**src/rtl/muldiv_sequencer_if.sv**
```systemverilog
// Handshake and control bundle between the main control FSM, the shared
// multiplier/divisor unit and the muldiv sequencer.
interface muldiv_sequencer_if;
  logic       req_valid;
  logic [1:0] req_op;
  logic       cancel;
  logic       mult_fim;
  logic       div_fim;
  logic       div_zero;
  logic       req_ready;
  logic       busy;
  logic       mult_start;
  logic       div_start;
  logic       hi_sel;
  logic       lo_sel;
  logic       hi_write;
  logic       lo_write;
  logic       done;
  logic       exc_div0;
  logic       exc_illegal;
  logic       exc_timeout;

  // Requester / arithmetic-unit side.
  modport master (
    output req_valid, req_op, cancel, mult_fim, div_fim, div_zero,
    input  req_ready, busy, mult_start, div_start, hi_sel, lo_sel,
           hi_write, lo_write, done, exc_div0, exc_illegal, exc_timeout
  );

  // Sequencer side.
  modport slave (
    input  req_valid, req_op, cancel, mult_fim, div_fim, div_zero,
    output req_ready, busy, mult_start, div_start, hi_sel, lo_sel,
           hi_write, lo_write, done, exc_div0, exc_illegal, exc_timeout
  );
endinterface

```
**src/rtl/muldiv_sequencer.sv**
```systemverilog
// Muldiv sequencer: accepts one MULT/DIV request at a time, pulses the
// matching start line, waits for the unit's completion flag (bounded by
// TIMEOUT), then pulses the HI/LO writes. Reports div-by-zero, illegal op
// and timeout as one-cycle registered pulses; cancel aborts START/WAIT.
module muldiv_sequencer #(
  parameter int TIMEOUT = 64,
  parameter int CNT_W   = 7
) (
  input  logic                clock,
  input  logic                reset,
  muldiv_sequencer_if.slave   bus
);

  typedef enum logic [1:0] {
    ST_IDLE  = 2'd0,
    ST_START = 2'd1,
    ST_WAIT  = 2'd2,
    ST_WRITE = 2'd3
  } state_t;

  // Last WAIT count before the op is abandoned.
  localparam logic [CNT_W-1:0] LastCount = CNT_W'(TIMEOUT - 1);

  state_t           stateReg;
  state_t           stateNext;
  logic             opReg;        // 0 = MULT, 1 = DIV
  logic             opNext;
  logic [CNT_W-1:0] countReg;
  logic [CNT_W-1:0] countNext;
  logic             excDiv0Reg;
  logic             excDiv0Next;
  logic             excIllegalReg;
  logic             excIllegalNext;
  logic             excTimeoutReg;
  logic             excTimeoutNext;
  logic             fimSel;

  // State, latched op, wait counter and exception pulse registers.
  always_ff @(posedge clock or posedge reset) begin
    if (reset) begin
      stateReg      <= ST_IDLE;
      opReg         <= 1'b0;
      countReg      <= {CNT_W{1'b0}};
      excDiv0Reg    <= 1'b0;
      excIllegalReg <= 1'b0;
      excTimeoutReg <= 1'b0;
    end else begin
      stateReg      <= stateNext;
      opReg         <= opNext;
      countReg      <= countNext;
      excDiv0Reg    <= excDiv0Next;
      excIllegalReg <= excIllegalNext;
      excTimeoutReg <= excTimeoutNext;
    end
  end

  // Next-state, op latch, counter and exception decisions.
  always_comb begin
    stateNext      = stateReg;
    opNext         = opReg;
    countNext      = countReg;
    excDiv0Next    = 1'b0;
    excIllegalNext = 1'b0;
    excTimeoutNext = 1'b0;
    // Completion flag of the unit that was actually started.
    fimSel         = opReg ? bus.div_fim : bus.mult_fim;

    case (stateReg)
      ST_IDLE: begin
        if (bus.req_valid) begin
          if (bus.req_op[1]) begin
            excIllegalNext = 1'b1;
          end else begin
            opNext    = bus.req_op[0];
            stateNext = ST_START;
          end
        end else begin
          stateNext = ST_IDLE;
        end
      end
      ST_START: begin
        // Any completion flag seen here belongs to an earlier op.
        countNext = {CNT_W{1'b0}};
        if (bus.cancel) begin
          stateNext = ST_IDLE;
        end else begin
          stateNext = ST_WAIT;
        end
      end
      ST_WAIT: begin
        // Priority: cancel, then completion, then timeout.
        if (bus.cancel) begin
          stateNext = ST_IDLE;
        end else if (fimSel) begin
          if (opReg && bus.div_zero) begin
            stateNext   = ST_IDLE;
            excDiv0Next = 1'b1;
          end else begin
            stateNext = ST_WRITE;
          end
        end else if (countReg == LastCount) begin
          stateNext      = ST_IDLE;
          excTimeoutNext = 1'b1;
        end else begin
          countNext = countReg + {{(CNT_W-1){1'b0}}, 1'b1};
        end
      end
      ST_WRITE: begin
        stateNext = ST_IDLE;
      end
      default: begin
        stateNext = ST_IDLE;
      end
    endcase
  end

  // Moore output decode from registered state and op.
  always_comb begin
    bus.req_ready  = 1'b0;
    bus.busy       = 1'b0;
    bus.mult_start = 1'b0;
    bus.div_start  = 1'b0;
    bus.hi_write   = 1'b0;
    bus.lo_write   = 1'b0;
    bus.done       = 1'b0;
    bus.hi_sel     = opReg;
    bus.lo_sel     = opReg;
    case (stateReg)
      ST_IDLE: begin
        bus.req_ready = 1'b1;
      end
      ST_START: begin
        bus.busy       = 1'b1;
        bus.mult_start = ~opReg;
        bus.div_start  = opReg;
      end
      ST_WAIT: begin
        bus.busy = 1'b1;
      end
      ST_WRITE: begin
        bus.busy     = 1'b1;
        bus.hi_write = 1'b1;
        bus.lo_write = 1'b1;
        bus.done     = 1'b1;
      end
      default: begin
        bus.req_ready = 1'b0;
      end
    endcase
  end

  // Exception pulses come straight from their registers.
  always_comb begin
    bus.exc_div0    = excDiv0Reg;
    bus.exc_illegal = excIllegalReg;
    bus.exc_timeout = excTimeoutReg;
  end

endmodule

```
**src/flat_wrapper.sv**
```systemverilog
// flat-port wrapper written by rule: the top's interface ports become plain ports
module muldiv_sequencer_flat 
#(
  parameter int TIMEOUT = 64,
  parameter int CNT_W   = 7
)
  (clock, reset, bus_req_valid, bus_req_op, bus_cancel, bus_mult_fim, bus_div_fim, bus_div_zero, bus_req_ready, bus_busy, bus_mult_start, bus_div_start, bus_hi_sel, bus_lo_sel, bus_hi_write, bus_lo_write, bus_done, bus_exc_div0, bus_exc_illegal, bus_exc_timeout);
  muldiv_sequencer_if bus_i ();
  input  logic clock;
  input  logic reset;
  input wire logic [$bits(bus_i.req_valid)-1:0] bus_req_valid;
  input wire logic [$bits(bus_i.req_op)-1:0] bus_req_op;
  input wire logic [$bits(bus_i.cancel)-1:0] bus_cancel;
  input wire logic [$bits(bus_i.mult_fim)-1:0] bus_mult_fim;
  input wire logic [$bits(bus_i.div_fim)-1:0] bus_div_fim;
  input wire logic [$bits(bus_i.div_zero)-1:0] bus_div_zero;
  output wire logic [$bits(bus_i.req_ready)-1:0] bus_req_ready;
  output wire logic [$bits(bus_i.busy)-1:0] bus_busy;
  output wire logic [$bits(bus_i.mult_start)-1:0] bus_mult_start;
  output wire logic [$bits(bus_i.div_start)-1:0] bus_div_start;
  output wire logic [$bits(bus_i.hi_sel)-1:0] bus_hi_sel;
  output wire logic [$bits(bus_i.lo_sel)-1:0] bus_lo_sel;
  output wire logic [$bits(bus_i.hi_write)-1:0] bus_hi_write;
  output wire logic [$bits(bus_i.lo_write)-1:0] bus_lo_write;
  output wire logic [$bits(bus_i.done)-1:0] bus_done;
  output wire logic [$bits(bus_i.exc_div0)-1:0] bus_exc_div0;
  output wire logic [$bits(bus_i.exc_illegal)-1:0] bus_exc_illegal;
  output wire logic [$bits(bus_i.exc_timeout)-1:0] bus_exc_timeout;
  assign bus_i.req_valid = bus_req_valid;
  assign bus_i.req_op = bus_req_op;
  assign bus_i.cancel = bus_cancel;
  assign bus_i.mult_fim = bus_mult_fim;
  assign bus_i.div_fim = bus_div_fim;
  assign bus_i.div_zero = bus_div_zero;
  assign bus_req_ready = bus_i.req_ready;
  assign bus_busy = bus_i.busy;
  assign bus_mult_start = bus_i.mult_start;
  assign bus_div_start = bus_i.div_start;
  assign bus_hi_sel = bus_i.hi_sel;
  assign bus_lo_sel = bus_i.lo_sel;
  assign bus_hi_write = bus_i.hi_write;
  assign bus_lo_write = bus_i.lo_write;
  assign bus_done = bus_i.done;
  assign bus_exc_div0 = bus_i.exc_div0;
  assign bus_exc_illegal = bus_i.exc_illegal;
  assign bus_exc_timeout = bus_i.exc_timeout;
  muldiv_sequencer #(.TIMEOUT(TIMEOUT), .CNT_W(CNT_W)) u_core (.clock(clock), .reset(reset), .bus(bus_i));
endmodule
```
**config.mk**
```make
export PLATFORM = sky130hd
export DESIGN_NAME = muldiv_sequencer_flat
export DESIGN_NICKNAME = d
export VERILOG_FILES = /design/src/rtl/muldiv_sequencer_if.sv /design/src/rtl/muldiv_sequencer.sv /design/src/flat_wrapper.sv
export SDC_FILE = /design/constraint.sdc
export NUM_CORES = 1
export LEC_CHECK = 0
export BUFFER_PORTS_ARGS = -buffer_cell sky130_fd_sc_hd__buf_2
export CORE_MARGIN = 2
export CORE_UTILIZATION = 49
export DETAILED_ROUTE_END_ITERATION = 8
export MAX_ROUTING_LAYER = met4
export PLACE_DENSITY = 0.84
export SYNTH_ARGS = -nofsm -noshare
export SYNTH_HDL_FRONTEND = slang
export SYNTH_SLANG_ARGS = --single-unit
```
**constraint.sdc**
```tcl
create_clock -name clock -period 1.5 [get_ports clock]
set_input_delay 0.3 -clock clock [delete_from_list [all_inputs] [get_ports clock]]
set_output_delay 0.3 -clock clock [all_outputs]
set_load 0.005 [all_outputs]
```
; Yosys cells after proc, flatten, opt, wreduce, memory -nomap -nowiden
; Index checks and enable logic that the tools add are counted.
[classes]
addsub = 1
eq_ne = 9
mux = 29
bitwise = 2
n_reduce_logical = 7
[op_table]
columns = operator, n
row1 = two-way mux 7 bit, 3
row2 = two-way mux 1 bit, 17
row3 = two-way mux 2 bit, 7
row4 = one-hot mux 7 bit (2 select lines), 1
row5 = one-hot mux 2 bit (4 select lines), 1
row6 = adder 7 x 1 -> 7 bit (second input constant), 1
row7 = == test 7 x 6 -> 1 bit (second input constant), 1
row8 = != test 2 bit (second input constant), 3
row9 = == test 2 bit (second input constant), 2
row10 = != test 4 x 2 -> 1 bit (second input constant), 1
row11 = AND reduction 4 bit, 1
row12 = != test 3 bit (second input constant), 1
row13 = AND reduction 3 bit, 1
row14 = OR reduction 3 bit, 1
row15 = == test 2 x 1 -> 1 bit (second input constant), 1
row16 = zero test 2 bit, 1
row17 = inverter 1 bit, 2
row18 = AND reduction 2 bit, 1
row19 = nonzero test 2 bit, 1
row20 = logical AND 1 bit, 1
[totals]
ff_bits = 13
input_bits = 9
elab_cells = 54

; Depth between registers and ports, before layout
; Gate-level depths: netlist of the first run.
[depth]
word_depth = 5
depth_mapped = 6
ltp_nobuf = 5

; Worst setup path before layout of the first run
; OpenSTA, ideal clock, no wires.
[synth_path]
kind = reg2reg
start = reg u_core.countReg[0]
end = reg u_core.countReg[5]
arrival_ns = 1.285
required_ns = 1.373
slack_ns = 0.088
path_stages_with_launch = 7
path_cell_list = dfrtp_1 > ha_1 > nand3_2 > o2111ai_2 > buf_4 > o211ai_2 > o31ai_1
[synth_between]
elab_chain_len = 5
elab_cells_between_ends = 8
[synth_rtl]
columns = item, line_no
row1 = "start, declared", muldiv_sequencer.sv:28  ; logic [CNT_W-1:0] countReg;
row2 = "start signal, assigned", muldiv_sequencer.sv:43  ; countReg <= {CNT_W{1'b0}};
row3 = "start signal, assigned", muldiv_sequencer.sv:50  ; countReg <= countNext;
row4 = adder 7 x 1 -> 7 bit, muldiv_sequencer.sv:105  ; countNext = countReg + {{(CNT_W-1){1'b0}}, 1'b1};
row5 = two-way mux 7 bit, muldiv_sequencer.sv:101  ; end else if (countReg == LastCount) begin
row6 = two-way mux 7 bit, muldiv_sequencer.sv:94  ; end else if (fimSel) begin
row7 = two-way mux 7 bit, muldiv_sequencer.sv:92  ; if (bus.cancel) begin
row8 = one-hot mux 7 bit (2 select lines), muldiv_sequencer.sv:68  ; case (stateReg)
; Parallel ways exist; a longest one is shown, timed or not. The select of a mux whose other input is x is not followed.
; A chain may end at the register's enable or synchronous reset.

; Final worst setup path of the first run
[layout_path]
start = reg u_core.stateReg[1]
end = out bus_busy
[layout_between]
elab_chain_len = 3
elab_cells_between_ends = 5
[layout_rtl]
columns = item, line_no
row1 = "start, declared", muldiv_sequencer.sv:24  ; state_t stateReg;
row2 = "start signal, assigned", muldiv_sequencer.sv:48  ; stateReg <= stateNext;
row3 = == test 2 bit / == test 2 x 1 -> 1 bit (equally long branches), muldiv_sequencer.sv:128  ; case (stateReg)
row4 = OR reduction 3 bit (no source line) *, -
row5 = two-way mux 1 bit *, muldiv_sequencer.sv:128
row6 = "end, declared", flat_wrapper.sv:18  ; output wire logic [$bits(bus_i.busy)-1:0] bus_busy;
; Mark *: on every way between the ends. The rest lies on a longest branch, timed or not.

==> results.md, run 1 <==
Synthesis:
- For this run, the number of Yosys warnings is 0.
- By area the synthesized netlist is led by sky130_fd_sc_hd__dfrtp_1, sky130_fd_sc_hd__o211ai_2, sky130_fd_sc_hd__nand3_1.
- The share of flip-flops with an asynchronous set or reset is 1.00.
- The count of flip-flops with a built-in enable after synthesis is 0.
- The number of distinct library cell variants in the gate-level netlist after synthesis is 29.
- The flip-flop and latch count after synthesis is 13.
- For this run, the register share of the synthesized area comes to 0.438.
- In this run the cell area of the synthesized design comes to 742 sq um.
- In the synthesized netlist the dominant register cell turns out to be sky130_fd_sc_hd__dfrtp_1.
- Of the post-synthesis cell area, the dominant cell type holds 0.438.
- The post-synthesis cell type with the largest combined area is sky130_fd_sc_hd__dfrtp_1.
- The average cell area after synthesis is 10.2 sq um.
- Synthesis produced 73 cells.
- The synthesized netlist net count is 83.

Routing:
- In the routed design, unresolved DRC markers number 0.
- The average wire per cell in the routed design is 15.6 microns.
- The post-detailed-routing wire length is 2.05 mm.
- Using the TritonRoute via totals, the vias-per-cell ratio works out to 5.82.
- The detailed-route via count is 763.
- The first TritonRoute pass finished after 4 iterations.
- The detailed-route wire length on metal 1 is 896 microns.
- The count of nets left with antenna violations once routing finished came out at 0.
- The first-iteration detailed-routing DRC count is 29.
- The detailed router used layers up to and including met4.
- The met3 layer wire length in the routed design is 97 microns.
- The sum of met2 wire segment lengths after detailed routing is 978 microns.

STA:
- The number of hold-slack violations in the final timing report is 0.
- The slew of the pin with the lowest slew margin is 505 ps.
- The final period demand of the worst path is 1600 ps.
- The final count of negative-setup-slack endpoints is 5.
- Timing would allow up to 0.626 GHz.
- The normalized max-slew margin is 0.663.
- Setup slack on the critical path of the routed design comes to -98.4 ps.
- The final setup skew is 4.07 ps.
- In the finished design, the share of the clock period the worst path needs comes to 1.07.
- Setup repair after global routing could not meet its margin everywhere.
- The number of max-slew violations in the final report was 0.

CTS:
- TritonCTS built the clock tree.
- The cell at the root of the clock tree is sky130_fd_sc_hd__clkbuf_4.
- The TritonCTS buffer count is 3.
- The total number of clock tree sinks is 13.
- The clock insertion delay at the later pin of the skew report is 280 ps.
- The maximum level of the CTS H-tree is 1.
- The maximum buffer depth of the clock tree is 2.
- Clock-pin slew was measured on the worst setup and hold paths at 80 ps.

Critical path:
- The startpoint identified for the worst register-to-register timing path is u_core.stateReg[1].
- In this run the critical register-to-register path is captured at u_core.countReg[3].
- The critical path capture point type is an output pin.
- Traced cell by cell, the critical path runs through buf_6 -> nor2_1 -> inv_1 -> buf_2.
- The number of cells on the worst reg-to-reg path is 5.
- The largest fanout on the critical path is 6.
- The critical path data arrival time is 1300 ps.
- The cell with the largest stage delay on the worst path is sky130_fd_sc_hd__dfrtp_1.
- The path type of the worst setup path is flip-flop to output pin.
- The slack of the worst reg-to-reg path is -30 ps.
- The data required time of the worst path is 1200 ps.
- On the worst path, the slowest cell contributes a delay of 430 ps.
- In this run the worst setup path begins at u_core.stateReg[1].
- The kind of start point of the critical path is a flip-flop.
- The critical path endpoint is bus_busy.

Layout:
- The filler cell count is 101.
- The sequential cells in the finished layout cover a total of 325 sq um.
- The area occupied by multi-input gates is 388 sq um.
- The final-stage net count is 126.
- The final core utilization is 0.731.
- The ratio of cells with drive above 1 in the final layout is 0.487.
- The number of antenna diodes is 0.
- Compared with the post-synthesis result, the final layout area differs by 43.2%.

Placed design:
- OpenSTA, run right after detailed placement, puts the worst setup slack at -47.6 ps.
- During placement, the flow inserted port buffers numbering 20.
- Routability-driven placement finished with a final weighted congestion of 0.839.

Die:
- Measured along the x axis, the die boundary spans 42.9 microns.
- Measured along the y axis, the die boundary spans 42.9 microns.
- The top-level I/O count is 21.
- The die covers 0.00184 sq mm.
- The starting density of the core is 0.510.
- The placeable core region is 0.00145 sq mm.
- The floorplan has 14 rows.

Pwr:
- VDD sags by at most 0.000570 V.
- The power density over the cells is 884 mW/mm^2.
- The total power after layout is 0.000939 W.
- The total leakage power is 0.542 nW.

Global routing:
- The via count of the first global-routing pass is 664.
- The total congestion overflow after global routing is 0.
- The wire length of the first global-routing pass is 3.04 mm.
- The initial antenna violation count was 0.
- Entering global routing, the biggest net connects 14 pins.
- For this run, the total global-route usage over all layers was measured as 0.232.

Run:
- The tool flagged a number of max-cap violations equal to 0.

Run status:
- The checks that failed: negative setup slack.
- The flow ran to the end, but the final reports show violations.

Worst hold path:
- The class of the tightest hold or removal check is primary input to async pin.
worst max-delay path: cells and delay by family (launching register included):
| family | cells | cell delay [ps] |
|---|---|---|
| buf+inv | 3 | 380 |
| flops | 1 | 430 |
| simple gates | 1 | 220 |
power by group:
group | internal [W] | total (W) | switching, W
clock network | 0.000103 | 0.000223 | 0.000120
registers | 0.000378 | 0.000401 | 0.0000224
logic | 0.000159 | 0.000316 | 0.000157
total | 0.000640 | 0.000939 | 0.000299
area by class of cell:
| class | instances | area share |
|---|---|---|
| Clock buffer | 4 | 0.0247 |
| Inverter | 5 | 0.0177 |
| Multi-Input combinational cell | 50 | 0.365 |
| Sequential cell | 13 | 0.306 |
| Tap cell | 16 | 0.0188 |
| Timing Repair Buffer | 43 | 0.267 |
synth_stat cells (2+ instances only):
library cell                n
sky130_fd_sc_hd__nand2_1    3
sky130_fd_sc_hd__or3_1      2
sky130_fd_sc_hd__o211ai_2   3
sky130_fd_sc_hd__and3_1     2
sky130_fd_sc_hd__nand3b_1   3
sky130_fd_sc_hd__dfrtp_1   13
sky130_fd_sc_hd__nand3_1    7
sky130_fd_sc_hd__buf_6      2
sky130_fd_sc_hd__and2_1     2
sky130_fd_sc_hd__o21ai_0    4
sky130_fd_sc_hd__o31ai_1    2
sky130_fd_sc_hd__a31oi_1    2
sky130_fd_sc_hd__buf_4      4
sky130_fd_sc_hd__inv_1      5
sky130_fd_sc_hd__nand2b_1   2
sky130_fd_sc_hd__nor2_1     4
per-stage QoR:
stage | setup TNS (ps) | instances | area, sq um | hold WS, ps
floorplan | 0 | 73 | 742 | 177
global placement | 0 | 117 | 915 | 349
detailed placement | -56.3 | 117 | 915 | 353
CTS | -166 | 125 | 990 | 44.8
global route | -662 | 131 | 1060 | 88.3
finish | -263 | 131 | 1060 | 26.3
cells by family (layout without fill, tap and decap cells):
family	after synthesis	in the layout	synth area share
AO/OA/AOI/OAI	15	16	0.165
adder cells (fa/ha/maj)	1	1	0.0169
buffers and inverters	11	52	0.0961
flip-flops	13	13	0.438
multiplexers	1	1	0.0152
AND/OR/NAND/NOR	32	32	0.268
layer usage:
layer | global-route usage | vias up
met5 | - | -
li1 | - | 350
met1 | 0.295 | 364
met2 | 0.355 | 40
met3 | 0.0426 | 9
met4 | 0.113 | 0
layout by cell type (no fill, tap or decap), types with 3 or more instances in the layout:
| master | synthesis | final |
|---|---|---|
| sky130_fd_sc_hd__buf_2 | 0 | 20 |
| sky130_fd_sc_hd__buf_4 | 4 | 20 |
| sky130_fd_sc_hd__buf_6 | 2 | 3 |
| sky130_fd_sc_hd__clkbuf_4 | 0 | 3 |
| sky130_fd_sc_hd__dfrtp_1 | 13 | 13 |
| sky130_fd_sc_hd__inv_1 | 5 | 5 |
| sky130_fd_sc_hd__nand2_1 | 3 | 3 |
| sky130_fd_sc_hd__nand3_1 | 7 | 6 |
| sky130_fd_sc_hd__nand3b_1 | 3 | 3 |
| sky130_fd_sc_hd__nor2_1 | 4 | 4 |
| sky130_fd_sc_hd__o211ai_2 | 3 | 3 |
| sky130_fd_sc_hd__o21ai_0 | 4 | 3 |
flip-flops by register name (all words and copies together) (netlist names):
| signal | flops |
|---|---|
| u_core.bus.exc_illegal | 1 |
| u_core.bus.exc_div0 | 1 |
| u_core.bus.hi_sel | 1 |
| u_core.countReg | 7 |
| u_core.bus.exc_timeout | 1 |
| u_core.stateReg | 2 |
worst min path at each step:
stage	start	to	slack, ps	depth (start not counted)
after detailed placement	reset	u_core.stateReg[1]	350	2
final	reset	u_core.countReg[2]	30	2
after CTS	reset	u_core.countReg[2]	40	2
after global routing	reset	u_core.countReg[2]	90	2
after floorplan	reset	u_core.bus.exc_div0	180	1
after global placement	reset	u_core.stateReg[1]	350	2
timing repair:
| item | 4_1_cts | 5_1_grt |
|---|---|---|
| setup endpoints to repair | 7 | 11 |
| setup buffers | 4 | 5 |
| gates resized for setup | 3 | 4 |
| gates cloned | 0 | 1 |
| pin swaps | 1 | 2 |
| hold buffers | 0 | 0 |
(Power assumes the default switching activity.)
==> run 2: changes to the inputs <==
ABC_AREA = 1   (was not set)
==> run 2 against run 1 <==
  * The flow now finishes without violations
  * First-iteration DRC count shrank 66%
  * Cell count grew 5.3%
  * Synthesized cell count grew 34%
  * Sequential share of layout area grew 5.4 points
  * Combinational power grew 77%
==> results.md, run 2 <==
Run status:
- The run finished with clean final reports.

Placed design:
- The placer congestion estimate is 0.893.
- The HPWL after detailed placement is 1.17 mm.
- Input and output buffers added on the ports amount to 20.
- The number of placed instances, taps included, is 132.
- The cell area after placement is 855 sq um.

STA:
- The final-layout setup total negative slack is 0 ps.
- Derived from the worst setup path, the maximum achievable clock frequency is 0.705 GHz.
- Setup violations remaining at the end of the flow were counted as 0.
- The number of hold-slack violations in the final timing report came to 0.
- The slew of the pin with the lowest slew margin is 498 ps.
- Between clock sinks in the finished design, the worst skew comes to 5.28 ps.
- The final period demand of the worst path is 1420 ps.
- The period utilization is 0.945.
- Measured against its own limit, the worst slew margin works out to 0.667.
- The number of max-slew violations in the final report is 0.
- Setup repair after global routing left no endpoint under its margin.

Critical path:
- The kind of start point of the critical path is a flip-flop.
- At the worst endpoint, the required time is 1200 ps.
- The critical path startpoint is u_core.stateReg[0].
- The path type of the worst setup path is flip-flop to output pin.
- For flop-to-flop paths, the worst setup slack is 120 ps.
- The worst setup path is captured at an output pin.
- The endpoint of the worst-slack reg-to-reg timing path is u_core.countReg[5].
- The critical path ends at bus_busy.
- The origin of the critical flop-to-flop path is u_core.countReg[0].
- The worst register-to-register path has a depth of 8.
- The largest fanout on the critical path is 4.
- The critical path data arrival time is 1120 ps.

Routing:
- Summed over all layers, the routed wires come to 1.61 mm.
- The detail route stage leaves a number of antenna-violating nets equal to 0.
- The detailed-route via count is 697.
- The average wire per cell in the routed design is 11.7 microns.
- The first detailed-routing pass ran for 4 iterations.
- In the routed design, unresolved DRC markers number 0.
- The first-iteration detailed-routing DRC count is 10.
- The number of vias per cell is 5.05.

CTS:
- The TritonCTS buffer count is 3.
- The total number of clock tree sinks is 13.
- The clock insertion delay at the later pin of the skew report is 280 ps.
- The maximum level of the CTS H-tree is 1.
- After clock tree synthesis, the clock-pin slew on the worst setup and hold paths is 80 ps.
- No sink is reached through more buffers than the 2 on the longest clock path.
- The clock tree from TritonCTS is built.
- After clock tree synthesis, the flow added hold-fix buffers numbering 0.
- The cell at the root of the clock tree is sky130_fd_sc_hd__clkbuf_4.

Synthesis:
- The average cell area after synthesis is 7.65 sq um.
- Yosys printed 0 warnings.
- The prevailing post-synth register cell is sky130_fd_sc_hd__dfrtp_1.
- The synthesized design contains 0 enable-type register cells.
- The portion of synthesized cell area occupied by the leading cell type is 0.434.
- After synthesis, the share of flip-flops with an asynchronous set or reset is 1.00.
- The flip-flop and latch count after synthesis is 13.
- For this run, the register share of the synthesized area comes to 0.434.
- The area of the mapped netlist is 749 sq um.
- sky130_fd_sc_hd__dfrtp_1 takes more of the synthesized area than any other cell.
- The synthesized netlist net count is 108.
- After synthesis, the cell types taking the most area are sky130_fd_sc_hd__dfrtp_1, sky130_fd_sc_hd__nand2_1, sky130_fd_sc_hd__nor2_1.
- The library cell with the highest instance count after synthesis is sky130_fd_sc_hd__nand2_1.
- In the synthesized netlist, the cells that appear most often are sky130_fd_sc_hd__nand2_1, sky130_fd_sc_hd__nor2_1, sky130_fd_sc_hd__dfrtp_1.
- The number of instances in the synthesized netlist is 98.
- The number of distinct library cell variants in the gate-level netlist after synthesis is 17.

Pwr:
- The peak supply drop is 0.000923 V.
- The total power after layout is 0.00125 W.
- The power density over the cells is 1390 mW/mm^2.
- The total leakage power is 0.505 nW.

Global routing:
- The wire length of the first global-routing pass is 2.55 mm.
- In the global route stage, overall resource usage came out at 0.199.
- The total congestion overflow after global routing is 0.
- The initial antenna violation count is 0.
- The via count of the first global-routing pass is 620.
- The largest net degree at the start of global routing is 14.

Die:
- 21 I/O pins were placed.
- The floorplan die height is 43.1 microns.
- The row count is 14.
- Measured along the x axis, the die boundary spans 43.1 microns.
- The die covers 0.00186 sq mm.
- The core region is 0.00147 sq mm.
- The initial utilization of the core area, before any placement, comes to 0.509.

Worst hold path:
- The class of the tightest hold or removal check is primary input to async pin.

Layout:
- Leaving out filler cells and counting taps, the final layout contains 138.
- The library cell used most frequently in the layout, excluding fill and tap cells, is sky130_fd_sc_hd__nand2_1.
- The largest registers in the layout are u_core.countReg (7), u_core.stateReg (2).
- The library cells used most frequently in the layout, excluding fill and tap cells, are sky130_fd_sc_hd__nand2_1, sky130_fd_sc_hd__buf_2, sky130_fd_sc_hd__nor2_1.
- The ratio of cells with drive above 1 in the final layout is 0.303.
- The final-stage net count is 133.
- The largest register by flop count is u_core.countReg.
- The number of flip-flops under the largest register name is 7.
- Compared with the post-synthesis result, the final layout area differs by 20.4%.
- The final cell area excluding filler cells is 902 sq um.
- The number of antenna diodes is 0.

Run:
- Max-cap violations in this run came to 0.
-- run 2: cell types whose count changed in the layout (fill, tap and decap cells not counted), sizes merged, moves of 3 or more --
cell,before,now
nand2,3,33
buf,43,22
inv,5,12
nor2,4,17
o211ai,4,0
nand3b,3,0
-- run 2: kinds of logic after synthesis --
| kind of cell | Yosys count | synth area share |
|---|---|---|
| buffers and inverters | 15 | 0.0901 |
| AND/OR/NAND/NOR | 61 | 0.392 |
| AO/OA/AOI/OAI | 8 | 0.0668 |
| adder cells (fa/ha/maj) | 1 | 0.0167 |
| flip-flops | 13 | 0.434 |
-- run 2: final cells by class --
type | count | area, sq um
clock buffer | 4 | 26.3
timing repair buffer | 22 | 115
sequential | 13 | 325
multi-input combinational | 71 | 370
tap | 16 | 20.0
fill | 138 | 569
inverter | 12 | 45.0
-- run 2: report_power, final --
part / switching (W) / internal, W / total, W / leakage (nW)
logic: 0.000351 / 0.000210 / 0.000560 / 0.313
clock network: 0.000116 / 0.000103 / 0.000219 / 0.0150
registers: 0.0000665 / 0.000406 / 0.000472 / 0.177
-- run 2: worst min path at each step --
stage               startpoint                endpoint  cells past startpoint
finish                   reset  u_core.bus.exc_illegal                      2
global route             reset      u_core.countReg[4]                      2
CTS                      reset      u_core.countReg[4]                      2
detailed placement       reset      u_core.countReg[4]                      2
global placement         reset     u_core.bus.exc_div0                      2
floorplan                reset     u_core.bus.exc_div0                      1
-- run 2: metrics by stage --
step	worst slack [ps]	utilization	hold slack, ps
final	82.1	0.613	23.8
after global routing	3.43	0.613	66.1
after CTS	6.43	0.599	41.2
after detailed placement	111	0.581	349
after global placement	166	0.581	335
after floorplan	242	-	177
-- run 2: what timing repair did --
action	in CTS	in global routing
setup endpoints to repair	0	5
hold endpoints to repair	0	0
resized for setup	0	2
buffers inserted	0	1
-- run 2: worst max-delay path, stage by stage, from the launching register on --
cell and delay [ps]:
sky130_fd_sc_hd__dfrtp_1 450, sky130_fd_sc_hd__nor2_1 200, sky130_fd_sc_hd__inv_1 60, sky130_fd_sc_hd__buf_2 120
-- run 2: routing by layer --
layer  wire length (microns)  GRT usage  share of wire  vias up
met5                       0          -              0        -
met4                      27      0.109          0.017        0
met3                      57     0.0553          0.035        4
met2                     801      0.299           0.50       15
met1                     724      0.240           0.45      326
li1                        -          -              -      352
